<file path="config.mk">
export PLATFORM = sky130hd
export DESIGN_NAME = spike_event_logger
export DESIGN_NICKNAME = d
export VERILOG_FILES = /design/src/rtl/spike_event_logger.sv
export SDC_FILE = /design/constraint.sdc
export NUM_CORES = 1
export LEC_CHECK = 0
export BUFFER_PORTS_ARGS = -buffer_cell sky130_fd_sc_hd__buf_2
export CAP_MARGIN = 20
export CORE_ASPECT_RATIO = 0.5
export CORE_MARGIN = 2
export CORE_UTILIZATION = 55
export DETAILED_ROUTE_END_ITERATION = 8
export HOLD_SLACK_MARGIN = 0.08
export PLACE_DENSITY_LB_ADDON = 0.2
export RECOVER_POWER = 100
export SYNTH_ARGS = -nofsm -noshare
export SYNTH_HDL_FRONTEND = slang
export SYNTH_SLANG_ARGS = --single-unit
</file>
<file path="constraint.sdc">
create_clock -name clk -period 5.27 [get_ports clk]
set_input_delay 1.054 -clock clk [delete_from_list [all_inputs] [get_ports clk]]
set_output_delay 1.054 -clock clk [all_outputs]
set_load 0.01 [all_outputs]
</file>
<file path="src/rtl/spike_event_logger.sv">
// Event logger for a two-neuron spiking core: timestamps spike events and queues
// them in a first-word-fall-through FIFO with overflow accounting.
module spike_event_logger #(
  parameter int unsigned DEPTH = 8,
  parameter int unsigned TSW   = 10
) (
  input  logic                         clk,
  input  logic                         rst_n,
  input  logic                         ena,
  input  logic                         spike_n1,
  input  logic                         spike_n2,
  input  logic [5:0]                   weight,
  input  logic                         clear,
  input  logic                         rd_en,
  output logic [TSW+7:0]               rd_data,
  output logic                         rd_valid,
  output logic [$clog2(DEPTH+1)-1:0]   level,
  output logic                         full,
  output logic [7:0]                   drop_count,
  output logic                         overflow
);

  localparam int unsigned AW = (DEPTH > 1) ? $clog2(DEPTH) : 1;
  localparam int unsigned CW = $clog2(DEPTH + 1);
  localparam int unsigned EW = TSW + 8;

  logic [EW-1:0]  mem_q [DEPTH];
  logic [AW-1:0]  wptr_q, wptr_d;
  logic [AW-1:0]  rptr_q, rptr_d;
  logic [CW-1:0]  count_q, count_d;
  logic [TSW-1:0] ts_q, ts_d;
  logic [7:0]     drop_q, drop_d;
  logic           ovf_q, ovf_d;

  logic           event_in;
  logic           is_full;
  logic           is_empty;
  logic           pop;
  logic           push;
  logic           wr_en;
  logic [EW-1:0]  entry;

  function automatic logic [AW-1:0] ptr_inc(input logic [AW-1:0] p);
    return (p == AW'(DEPTH - 1)) ? '0 : p + 1'b1;
  endfunction

  assign is_full  = (count_q == CW'(DEPTH));
  assign is_empty = (count_q == '0);
  assign event_in = ena & (spike_n1 | spike_n2);
  assign pop      = rd_en & ~is_empty;
  // A full FIFO still accepts a push when the head leaves in the same cycle.
  assign push     = event_in & (~is_full | pop);
  assign wr_en    = push & ~clear;
  assign entry    = {spike_n1, spike_n2, ts_q, weight};

  always_comb begin
    wptr_d  = wptr_q;
    rptr_d  = rptr_q;
    count_d = count_q;
    ts_d    = ts_q;
    drop_d  = drop_q;
    ovf_d   = ovf_q;

    if (clear) begin
      wptr_d  = '0;
      rptr_d  = '0;
      count_d = '0;
      ts_d    = '0;
      drop_d  = '0;
      ovf_d   = 1'b0;
    end else begin
      if (ena) ts_d = ts_q + 1'b1;
      if (push) wptr_d = ptr_inc(wptr_q);
      if (pop) rptr_d = ptr_inc(rptr_q);
      unique case ({push, pop})
        2'b10:   count_d = count_q + 1'b1;
        2'b01:   count_d = count_q - 1'b1;
        default: count_d = count_q;
      endcase
      if (event_in && !push) begin
        ovf_d = 1'b1;
        if (drop_q != 8'hFF) drop_d = drop_q + 1'b1;
      end
    end
  end

  always_ff @(posedge clk) begin
    if (!rst_n) begin
      wptr_q  <= '0;
      rptr_q  <= '0;
      count_q <= '0;
      ts_q    <= '0;
      drop_q  <= '0;
      ovf_q   <= 1'b0;
    end else begin
      wptr_q  <= wptr_d;
      rptr_q  <= rptr_d;
      count_q <= count_d;
      ts_q    <= ts_d;
      drop_q  <= drop_d;
      ovf_q   <= ovf_d;
    end
  end

  // Storage needs no reset: the head is masked to zero whenever the FIFO is empty.
  always_ff @(posedge clk) begin
    if (wr_en && rst_n) mem_q[wptr_q] <= entry;
  end

  assign rd_valid   = ~is_empty;
  assign rd_data    = is_empty ? '0 : mem_q[rptr_q];
  assign level      = count_q;
  assign full       = is_full;
  assign drop_count = drop_q;
  assign overflow   = ovf_q;

endmodule

</file>
==> flow_summary.ini <==
[outcome]
status = finished, violations left
failed_checks = max-capacitance violations, max-slew violations

[routing]
first_iter_violations = 311
viasPerCell = 5.787
dr.pass1.iters = 4
drcViolationCount = 0
routedWlPerCell_um = 19.91
drt_wl_total_mm = 13.02
postRouteAntennaNets = 0
num_vias = 3785

[clock_tree]
cts_htree_levels = 4
clock-sinks = 176
path_clk_slew_ns = 0.07
cts_made_buffers = 17
post_cts_resized = 0
tritoncts = done
cts_max_path_buffers = 2
clock_latency_ns = 0.43
cts_setup_buffers = 0
root_buffer = clkbuf_16
cts_hold_buf = 0

[final_layout]
drive_above_1_share_pct = 17.36
final_util_pct = 64.23
nets = 493
antennaDiodeCount = 0
layout-area-overhead-vs-synth_pct = 14.52
stdcell_count = 654
design_area_um2 = 8110
fillers = 922

[worst_setup_path]
path_common_cell = clkbuf_1
worstPathCellList = clkbuf_1 -> mux4_2 -> mux2i_1 -> nor2_1 -> clkbuf_1
reg2reg_to = level[3]
worst-path-buf-inv = 2
cp_max_fo = 22
crit_family = buffers and inverters
cp.arrival_ns = 3.24
regToRegStartpoint = level[3]
r2r_cells = 10
crit_type = reg2out
cp-end-kind = primary output
slowest_stage = clkbuf_1
reg2reg_slack_ns = 1.87
cp_slowest_stage_delay_ns = 1.09
startpoint_type = register
cp_data_required_time_ns = 4.22

[timing]
maxSlewViolCount = 67
skew_ns = 0.01047
layout_setup_ws_ns = 0.9791
hold_viol_final = 0
period_share_pct = 81.42
finalSetupTns_ns = 0
fmax_mhz = 233.0
rsz0062_at_grt = no
post-route-min-period_ns = 4.291
finalSetupViolations = 0
worstMarginPinSlew_ns = 1.784
fin_hold_ws_ns = 0.4751
relSlewSlack_pct = -19.36

[synthesis]
yosys_warnings = 0
synth_enable_flop_cells = 144
synth_top_area_share_pct = 61.06
ys_seq_area_share_pct = 70.11
synthesis.nets = 438
synth_compound_area_share_pct = 2.898
synth_adder_area_share_pct = 1.696
yosys.area.top_type = edfxtp_1
synth_cells = 416
ys_ff_latch = 176
synth_cell_types = 48
synth_area_um2 = 7082
ys.flop_type = edfxtp_1
synthXorXnorAreaFrac_pct = 1.113
avgSynthCellArea_um2 = 17.02
synthArstFlopShare_pct = 0
synthMuxAreaShare_pct = 15.00
synth-simple-area-share_pct = 7.527
synthTopCellsByArea = edfxtp_1, mux4_2, dfxtp_1
synth_top_family_by_area = multiplexers

[die]
die_area_um2 = 13850
core_area_um2 = 12630
initial_core_util_pct = 56.08
die_h_um = 84.24
fp.dieW_um = 164.5
placementRows = 29
io_pins = 46

[pwr]
power.density_nw_per_um2 = 371.2
peakVddDrop_mv = 0.2148
total_leakage_power_nw = 2.578
totalPowerFinal_mw = 3.011

[global_route]
antenna_found_initial = 0
grt_pass1_wl_mm = 20.59
overflow = 0
grt_pass1_vias = 3728
grtUsageTotal_pct = 20.32
grt_max_degree = 29

[hold_path]
hold_end = overflow
worst_hold_path.num_cells = 2
min_from = overflow
hold_class = reg2reg

[place]
place_area_um2 = 7517
place_ws_ns = 1.599
port_buffers = 45
place_inst = 619
gp_congestion = 0.8067
hpwl_mm = 7.735

[flow_run]
maxCapViolations = 4
-- per-layer routing --
layer / GRT usage, % / part of all wire (%)
met5: 0 / 0
met3: 5.731 / 5.8
met4: 5.929 / 0.60
met1: 29.51 / 48
met2: 30.51 / 45
-- worst max path at each step --
stage                        endpoint  startpoint  depth (start not counted)  slack (ns)
after CTS                  rd_data[5]    register                          5        1.41
after detailed placement  mem_q[1][4]    spike_n2                          6        1.60
after global placement    mem_q[1][0]    spike_n2                          6        1.69
after global routing      rd_data[17]    register                          5        0.81
final                     rd_data[17]    register                          5        0.98
after floorplan           mem_q[1][0]         ena                          5        1.63
-- worst register-to-register path: cells and delay by family (launching register included) --
family,cells,cell delay (ns)
AO/OA/AOI/OAI,2,0.40
adder cells (fa/ha/maj),1,0.33
buffers and inverters,3,1.16
flip-flops,1,0.41
AND/OR/NAND/NOR,4,1.01
-- layout by cell type (no fill, tap or decap), types with 4 or more instances in the layout --
cell and count:
nand4_1 6, nand3_1 8, nand2b_1 5, mux2i_1 24, inv_6 4, xnor2_1 5, buf_2 7, xor2_1 4
dfxtp_1 31, clkbuf_1 45, mux4_2 36, nor2_1 44, bufinv_16 5, nor3_1 6, nand2_1 17, a21oi_1 10
inv_1 6, clkbuf_16 17, ha_1 8, edfxtp_1 144
-- where the power goes --
part	internal [mW]	total (mW)	switching, mW
logic	0.0331	0.0894	0.0562
registers	1.50	1.51	0.00712
clock network	0.862	1.41	0.553
total	2.39	3.01	0.616
-- kinds of logic after synthesis --
logic type,count (synthesis)
AOI/OAI and AO/OA,30
xor gates and xnor gates,9
adders and majority gates,9
buffers and inverters,26
DFF,176
muxes,61
and+or+nand+nor,105
-- cell usage after synthesis, types with 5 or more instances --
cell / number
a21oi_1: 10
buf_2: 8
clkbuf_1: 6
dfxtp_1: 32
edfxtp_1: 144
ha_1: 8
inv_1: 5
mux2i_1: 24
mux4_2: 36
nand2_1: 17
nand2b_1: 5
nand3_1: 8
nand4_1: 6
nor2_1: 44
nor3_1: 5
xnor2_1: 5
-- state kept, by name, summed over array words and instances, names as in the netlist, named ones only --
name / cells
mem_q: 144
ts_q: 10
drop_count: 8
level: 4
rptr_q: 3
wptr_q: 3
overflow: 1
-- cell type report --
class | instances | area (µm²) | area share [%]
inverter | 7 | 28.78 | 0.3548
multi-input combinational | 214 | 1988 | 24.51
sequential | 176 | 4966 | 61.23
clock inverter | 14 | 242.7 | 2.993
clock buffer | 18 | 429.2 | 5.292
timing repair buffer | 55 | 242.7 | 2.993
tap | 170 | 212.7 | 2.623
Note: power is estimated with default switching activity, not from simulation.
